==> config.mk <==
export PLATFORM = sky130hd
export DESIGN_NAME = pstage_buffer
export DESIGN_NICKNAME = d
export VERILOG_FILES = /design/src/rtl/pstage_buffer_pkg.sv /design/src/rtl/pstage_slot.sv /design/src/rtl/pstage_buffer.sv
export SDC_FILE = /design/constraint.sdc
export NUM_CORES = 1
export LEC_CHECK = 0
export ABC_AREA = 0
export BUFFER_PORTS_ARGS = -buffer_cell sky130_fd_sc_hd__buf_4
export CORE_AREA = 2 2 200 202
export CTS_BUF_LIST = sky130_fd_sc_hd__clkbuf_4 sky130_fd_sc_hd__clkbuf_8
export DETAILED_ROUTE_END_ITERATION = 8
export DIE_AREA = 0 0 202 204
export GPL_TIMING_DRIVEN = 0
export PLACE_DENSITY = 0.62
export SLEW_MARGIN = 40
export SYNTH_ARGS = -nofsm -noshare
export SYNTH_HDL_FRONTEND = slang
export SYNTH_SLANG_ARGS = --single-unit
==> constraint.sdc <==
create_clock -name clk -period 4.9 [get_ports clk]
set_clock_uncertainty 0.1 [all_clocks]
set_input_delay 0.49 -clock clk [delete_from_list [all_inputs] [get_ports clk]]
set_output_delay 0.49 -clock clk [all_outputs]
set_load 0.03 [all_outputs]
==> src/rtl/pstage_buffer_pkg.sv <==
// Shared pipeline definitions used by the side-buffer and its slots.
//   stage_t  : core pipeline stage identifiers (F, D, E, M, W)
//   N_STAGES : number of core pipeline stages
//   word_t   : default payload word
package pstage_buffer_pkg;

  typedef enum logic [2:0] {
    F = 3'd0,
    D = 3'd1,
    E = 3'd2,
    M = 3'd3,
    W = 3'd4
  } stage_t;

  localparam int N_STAGES = 5;

  typedef logic [31:0] word_t;

endpackage

==> src/rtl/pstage_slot.sv <==
// One payload/valid slot of a side-buffer channel.
// Update priority at each edge: reset, flush, stall (hold), bubble when the
// upstream stage is stalled, otherwise load from the channel input (first
// slot of the window) or from the previous slot.
// Ports:
//   clk, grst        : clock, asynchronous active-low reset
//   flush, stall     : this stage's flush / stall
//   is_first         : slot is the first one of its channel window
//   upstream_stall   : stall of the stage feeding this one (0 for stage F)
//   ext_d, ext_dv    : channel input payload / valid (used when is_first)
//   d, dv            : previous slot payload / valid (used otherwise)
//   q, qv            : slot payload / valid
module pstage_slot
  import pstage_buffer_pkg::*;
#(
  parameter type T = word_t
) (
  input  logic clk,
  input  logic grst,
  input  logic flush,
  input  logic stall,
  input  logic is_first,
  input  logic upstream_stall,
  input  T     ext_d,
  input  logic ext_dv,
  input  T     d,
  input  logic dv,
  output T     q,
  output logic qv
);

  always_ff @(posedge clk or negedge grst) begin
    if (!grst) begin
      q  <= '0;
      qv <= 1'b0;
    end else if (flush) begin
      q  <= '0;
      qv <= 1'b0;
    end else if (stall) begin
      q  <= q;
      qv <= qv;
    end else if (upstream_stall) begin
      // Bubble carries a zero payload so stale data never trails a stall.
      q  <= '0;
      qv <= 1'b0;
    end else if (is_first) begin
      q  <= ext_d;
      qv <= ext_dv;
    end else begin
      q  <= d;
      qv <= dv;
    end
  end

endmodule

==> src/rtl/pstage_buffer.sv <==
// Pipeline side-buffer: per-channel payload + valid carried through a
// contiguous window of core stages, following the core's stall and flush.
// Ports:
//   clk, grst    : clock, asynchronous active-low global reset
//   stall, flush : per-stage stall / flush from the core
//   entries_in   : per-channel payload entering at START[w]
//   valid_in     : per-channel valid for entries_in
//   entries      : slot payloads (0 outside the window)
//   valid        : slot valid bits (0 outside the window)
//   retire       : channel item leaves STOP[w] this cycle
//   retire_data  : payload held in STOP[w]
//   occupancy    : number of valid slots per channel
//   retired      : wrapping retire counter per channel
module pstage_buffer
  import pstage_buffer_pkg::*;
#(
  parameter int     Nitems        = 2,
  parameter type    T             = word_t,
  parameter stage_t START [Nitems] = '{F, F},
  parameter stage_t STOP  [Nitems] = '{W, W},
  parameter int     CNT_W         = 16
) (
  input  logic                            clk,
  input  logic                            grst,
  input  logic [N_STAGES-1:0]             stall,
  input  logic [N_STAGES-1:0]             flush,
  input  T                                entries_in  [Nitems],
  input  logic [Nitems-1:0]               valid_in,
  output T                                entries     [Nitems][N_STAGES],
  output logic                            valid       [Nitems][N_STAGES],
  output logic [Nitems-1:0]               retire,
  output T                                retire_data [Nitems],
  output logic [$clog2(N_STAGES+1)-1:0]   occupancy   [Nitems],
  output logic [CNT_W-1:0]                retired     [Nitems]
);

  localparam int OCC_W = $clog2(N_STAGES + 1);

  genvar gi, gj;

  generate
    for (gi = 0; gi < Nitems; gi++) begin : g_ch
      localparam int LO = int'(START[gi]);
      localparam int HI = int'(STOP[gi]);

      if (LO > HI || HI >= N_STAGES) begin : g_bad_window
        $error("pstage_buffer: channel %0d window %0d..%0d is invalid", gi, LO, HI);
      end

      for (gj = 0; gj < N_STAGES; gj++) begin : g_st
        if (gj >= LO && gj <= HI) begin : g_slot
          T     prev_d;
          logic prev_dv;
          logic up_stall;

          // The window head has no previous slot; it loads entries_in instead.
          if (gj == LO) begin : g_head
            assign prev_d  = '0;
            assign prev_dv = 1'b0;
          end else begin : g_body
            assign prev_d  = entries[gi][gj-1];
            assign prev_dv = valid[gi][gj-1];
          end

          // Stage F has no upstream stage, so it can never see a bubble.
          if (gj == 0) begin : g_no_up
            assign up_stall = 1'b0;
          end else begin : g_up
            assign up_stall = stall[gj-1];
          end

          pstage_slot #(
            .T(T)
          ) u_slot (
            .clk           (clk),
            .grst          (grst),
            .flush         (flush[gj]),
            .stall         (stall[gj]),
            .is_first      (gj == LO),
            .upstream_stall(up_stall),
            .ext_d         (entries_in[gi]),
            .ext_dv        (valid_in[gi]),
            .d             (prev_d),
            .dv            (prev_dv),
            .q             (entries[gi][gj]),
            .qv            (valid[gi][gj])
          );
        end else begin : g_empty
          assign entries[gi][gj] = '0;
          assign valid[gi][gj]   = 1'b0;
        end
      end

      // An item retires only when it actually moves out of the last stage.
      assign retire[gi]      = valid[gi][HI] & ~stall[HI] & ~flush[HI];
      assign retire_data[gi] = entries[gi][HI];

      logic [CNT_W-1:0] retired_reg;

      always_ff @(posedge clk or negedge grst) begin
        if (!grst) begin
          retired_reg <= '0;
        end else if (retire[gi]) begin
          retired_reg <= retired_reg + CNT_W'(1);
        end
      end

      assign retired[gi] = retired_reg;

      logic [OCC_W-1:0] occ_count;

      always_comb begin
        occ_count = '0;
        for (int j = LO; j <= HI; j++) begin
          occ_count = occ_count + OCC_W'(valid[gi][j]);
        end
      end

      assign occupancy[gi] = occ_count;
    end
  endgenerate

endmodule

Yosys cells after proc, flatten, opt, wreduce, memory -nomap -nowiden

Index checks and enable logic that the tools add are counted.
Widths: inputs -> output; s select.

Flip-flop bits (word level): 362
Latch bits: 0
Memory bits (writable): 0
ROM bits: 0
Input port bits: 78
Output and inout port bits: 434
Word-level logic and storage cells: 99
Memories kept: 0

Add/sub/neg operators: 10
Multipliers: 0
Divide/modulo/power cells: 0
Order comparisons: 0
Equal/unequal tests: 5
Shifts and indexed selects: 0
Muxes and demuxes: 56
Bitwise logic cells: 6
Reduce and logical (&&, ||, !) cells: 0

Operator list:

| kind                  | number |
|---|---|
| $mux 32               | 28 |
| $add 16x1->16 const B | 2 |
| $mux 1                | 28 |
| $add 3x1->3           | 4 |
| $ne 2x1->1 const B    | 5 |
| $add 2x1->3           | 2 |
| $add 1x1->2           | 2 |
| $and 1x1->1           | 4 |
| $not 1->1             | 2 |

Depth between registers and ports, before layout

Depth after elaboration: 4
Gate-level depth with buffers: 5
Depth with buffers taken out: 5

Modules after synthesis

A second synthesis with hierarchy kept.

Cell total of the unflattened synthesis: 1337
Area, all modules: 20053.0 um2

By module, submodules not included:

| module        | times used | cells an instance | area an instance (um2) | sequential area each (um2) |
|---|---|---|---|---|
| pstage_slot   | 10         | 113               | 1786.7                 | 825.8 |
| pstage_buffer | 1          | 207               | 2185.8                 | 800.8 |

Worst setup path after synthesis

Ideal clock, no wire load.

Path kind: reg-to-output
From: register g_ch[1].g_st[0].g_slot.u_slot.qv
To: output port occupancy[1] in the netlist's numbering
Data arrival time: 1.775 ns
Required time: 4.310 ns
Path slack: 2.535 ns
Stages on the path, launching flop included: 6
Path buffers: 0
Cells stage by stage: dfrtp_1 inv_1 fa_1 inv_1 fa_1 ha_1

RTL lines:

| what                   | line                | source |
|---|---|---|
| from (decl)            | pstage_slot.sv:29   | `output logic qv` |
| from (signal assigned) | pstage_slot.sv:41   | `qv <= qv;` |
| from (signal assigned) | pstage_slot.sv:48   | `qv <= ext_dv;` |
| from (signal assigned) | pstage_slot.sv:51   | `qv <= dv;` |
| to (decl)              | pstage_buffer.sv:33 | `output logic [$clog2(N_STAGES+1)-1:0] occupancy [Nitems],` |

==> key figures <==
Worst setup path
  • Setup CP Type: reg2out
  • CP Launch Type: register
  • Data required, critical path: 4.31 ns
  • CP peak stage delay: 0.57 ns
  • Cells traversed along the worst timing path: inv_1, fa_1, inv_1, fa_1, ha_1, buf_4
  • Worst endpoint data arrival time: 2.58 ns
  • R2R Setup Slk: around 3.2 ns
  • FF-to-FF path depth: 2
  • Capturing point of the worst reg2reg path: g_ch[0].retired_reg[1]
  • Endpoint of the most critical setup path: occupancy[1]
  • Worst flop-to-flop path startpoint: g_ch[0].g_st[4].g_slot.u_slot.qv
  • Launching element of the worst setup path: g_ch[1].g_st[0].g_slot.u_slot.qv
  • Category of the worst setup path capture point: output pin
  • Cell with the largest stage delay on the worst path: sky130_fd_sc_hd__fa_1
  • Worst Path Max Fanout: 4

Placement
  • Routability-driven placement congestion ratio: 0.8287
  • Placed insts: 2051
  • Port-buffer cells: between 500 and 600
  • Detailed placement HPWL: 33.90 mm

CTS
  • CTS tree: done
  • Number of sinks handled by clock tree synthesis: 362
  • Worst-path clk slew: 0.06 ns
  • Deepest clock path buffer count: 3
  • Number of buffers inserted for hold repair after clock tree synthesis: 66
  • Root buffer selected by CTS: sky130_fd_sc_hd__clkbuf_8
  • Cells resized by post-CTS repair: 0
  • Maximum level of the CTS H-tree: 2
  • Clock insertion delay at the later pin of the skew report: 0.63 ns
  • Clock buffer count from CTS: 61
  • Post-CTS Setup Bufs: 0

Synth
  • Netlist area before placement: 14020 um^2
  • Synth top area cells: sky130_fd_sc_hd__dfrtp_1, sky130_fd_sc_hd__a22o_1, sky130_fd_sc_hd__mux2i_1
  • Net count of the mapped netlist: 1098
  • Area share of the largest cell type after synthesis: 64.59%
  • Adder and majority gate portion of the synthesized area: less than 1%
  • Mux contribution to synthesized area: 4.871%
  • Commonest register cell after synthesis: sky130_fd_sc_hd__dfrtp_1
  • Yosys warnings: 0
  • Synthesized-area fraction occupied by xor and xnor cells: 1.873%
  • Compound-gate portion of the synthesized area: 16.49%
  • Sequential cell area fraction in the yosys report: approximately 65%
  • Largest area contributor in the netlist: sky130_fd_sc_hd__dfrtp_1
  • Main combinational cell family by area after synthesis: compound AO/OA/AOI/OAI gates
  • Library cells used by synthesis: 31
  • Simple-gate share of the synthesized area: 4.773%
  • Post-Synthesis Cells: 1012
  • Share of flip-flops with an asynchronous set or reset after synthesis: 100.0%
  • Number of enable-type register cells in the synthesized netlist: 0
  • Register bit total from synthesis: between 300 and 400
  • Average cell area after synthesis: 13.86 um^2

GRT
  • Global-route wire length before repair: between 60 and 70 mm
  • Number of global-route vias before repair: 10.93k
  • Combined global-route utilization of all metal layers: 21.66%
  • Maximum number of pins on one net before global-route repair: 78
  • Number of antenna violations at the first check in global routing: 5
  • Total global routing overflow: 0

Power
  • Total power consumption of the routed design: 6.436 mW
  • Power Density: between 300 and 400 nW/um^2
  • Peak VDD IR: 0.1916 mV
  • Pleak: 11.10 nW

Die
  • Starting Density: between 30% and 40%
  • Die boundary width: around 200 um
  • Row Count: 73
  • Vertical extent of the die: roughly 200 um
  • Die footprint: 41210 um^2
  • Floorplan core area: 39180 um^2
  • I/O pin total: ~510

Min path
  • Worst Hold Class: in2reg

Timing
  • Final count of hold timing violations: 0
  • Ratio of final minimum period to clock period: 64.74%
  • Shortest clock period the worst path allows after layout: roughly 3.2 ns
  • Maximum achievable frequency: 315.2 MHz
  • Slew at the pin closest to its max-slew limit: around 0.75 ns
  • Final Max Tran Viols: 0
  • Finish-stage setup viols: 0
  • Unrepaired setup endpoints after global routing: no
  • Worst slew margin relative to its limit: 50.15%

Route
  • DRT iter0 DRCs: 451
  • Number of detailed-route iterations in the first pass: 4
  • Detailed-route DRC error count: 0
  • Mean routed wirelength per cell: 20.39 um
  • Vias post-DR: 10.82k
  • DRT antenna net count: 0
  • Total wire length after detailed routing: 45.37 mm
  • Via-to-Cell Ratio: 4.862

Layout
  • FILL cells: 3455
  • Share of post-route cells with drive strength above 1: 43.78%
  • Non-filler instance count after layout: 2225
  • Fin nets: roughly 1.7k
  • Area added between synthesis and finish: 46.90%
  • Flip-flop count of the largest register, all copies and words added: 320

Status
  • Run status: completed

Flow run
  • Max Cap Violations: 0
[worst min-delay path by stage]
stage                                  from                                   to  slack, ns  depth (start not counted)
detailed placement                     grst              g_ch[1].retired_reg[14]       0.32                          1
global placement    g_ch[0].retired_reg[15]              g_ch[0].retired_reg[15]       0.36                          1
global route                 entries_in[52]  g_ch[0].g_st[0].g_slot.u_slot.q[20]       0.02                          3
CTS                          entries_in[52]  g_ch[0].g_st[0].g_slot.u_slot.q[20]       0.01                          3
finish                       entries_in[52]  g_ch[0].g_st[0].g_slot.u_slot.q[20]       0.05                          3
floorplan                              grst   g_ch[0].g_st[0].g_slot.u_slot.q[0]       0.09                          0
[report_power, final]
part	switching, mW	total, mW	internal, mW
sequential	0.0469	3.08	3.04
combinational	0.329	0.532	0.203
clock	1.19	2.82	1.63
[layer usage]
| metal | track usage, % | wire, um | vias up |
|---|---|---|---|
| li1 | - | - | 4940 |
| met1 | 27.50 | 18740 | 5418 |
| met2 | 35.92 | 22260 | 379 |
| met3 | 4.895 | 2838 | 81 |
| met4 | 8.902 | 1532 | 0 |
| met5 | 0 | 0 | - |
[stage by stage]
stage | TNS (ns) | utilization, % | setup WS [ns] | area [um^2] | hold slack [ns]
floorplan | 0 | - | 2.535 | 14020 | 0.09441
global placement | -64.85 | 47.22 | -0.2222 | 18500 | 0.3642
detailed placement | 0 | 47.60 | 2.371 | 18650 | 0.3221
CTS | 0 | 52.56 | 1.666 | 20590 | 0.009716
global route | 0 | 52.57 | 1.618 | 20600 | 0.02180
finish | 0 | 52.58 | 1.728 | 20600 | 0.04585
[cell families (layout without fill, tap and decap cells)]
kind of cell	after synthesis	count (layout)
adders and majority gates	8	8
DFF	362	362
xor gates and xnor gates	30	30
muxes	68	68
and+or+nand+nor	124	124
AOI/OAI and AO/OA	264	264
buffers and inverters	156	841
other	0	3
[synth_stat cells, types with 2 or more instances]
master                     number
sky130_fd_sc_hd__a22o_1       264
sky130_fd_sc_hd__and3_1         4
sky130_fd_sc_hd__buf_1         12
sky130_fd_sc_hd__buf_2         33
sky130_fd_sc_hd__buf_4         75
sky130_fd_sc_hd__clkbuf_1      26
sky130_fd_sc_hd__dfrtp_1      362
sky130_fd_sc_hd__fa_1           4
sky130_fd_sc_hd__ha_1           4
sky130_fd_sc_hd__inv_1         10
sky130_fd_sc_hd__mux2_2         2
sky130_fd_sc_hd__mux2i_1       66
sky130_fd_sc_hd__nand2_1       11
sky130_fd_sc_hd__nand3_1        8
sky130_fd_sc_hd__nand4_1        3
sky130_fd_sc_hd__nor2_1        75
sky130_fd_sc_hd__nor2b_1        4
sky130_fd_sc_hd__nor3_1         6
sky130_fd_sc_hd__nor4_4         3
sky130_fd_sc_hd__xnor2_1       17
sky130_fd_sc_hd__xor2_1        13
[worst max-delay path: cells and delay by family, from the launching register on]
family | cells | cell delay (ns)
fa+ha+maj | 3 | 1.23
buf+inv | 3 | 0.33
flops | 1 | 0.39
[layout by cell type, fill, tap and decap left out, types with 3 or more instances in the layout]
master	instances
sky130_fd_sc_hd__clkbuf_1	23
sky130_fd_sc_hd__a22o_1	264
sky130_fd_sc_hd__buf_1	12
sky130_fd_sc_hd__and3_1	4
sky130_fd_sc_hd__nand3_1	8
sky130_fd_sc_hd__inv_1	10
sky130_fd_sc_hd__clkinv_2	3
sky130_fd_sc_hd__nor3_1	6
sky130_fd_sc_hd__nand2_1	11
sky130_fd_sc_hd__diode_2	3
sky130_fd_sc_hd__clkbuf_8	73
sky130_fd_sc_hd__clkbuf_2	3
sky130_fd_sc_hd__nor2_1	75
sky130_fd_sc_hd__buf_16	5
sky130_fd_sc_hd__buf_2	33
sky130_fd_sc_hd__nand4_1	3
sky130_fd_sc_hd__fa_1	4
sky130_fd_sc_hd__ha_1	4
sky130_fd_sc_hd__buf_4	583
sky130_fd_sc_hd__dfrtp_1	362
sky130_fd_sc_hd__nor2b_1	4
sky130_fd_sc_hd__clkbuf_4	26
sky130_fd_sc_hd__xnor2_1	17
sky130_fd_sc_hd__nor4_4	3
sky130_fd_sc_hd__xor2_1	13
sky130_fd_sc_hd__dlygate4sd3_1	66
sky130_fd_sc_hd__mux2i_1	66
[cell type report]
type	count	area, um^2	share of cell area, %
Buffer	146	874.6	4.245
Timing Repair Buffer	580	4627	22.46
Inverter	10	37.54	0.1822
Clock buffer	99	1200	5.824
Antenna cell	3	7.507	0.03644
Sequential cell	362	9059	43.97
Multi-Input combinational cell	494	4058	19.70
Tap cell	525	656.9	3.188
Clock inverter	6	82.58	0.4008
(Power assumes the default switching activity.)
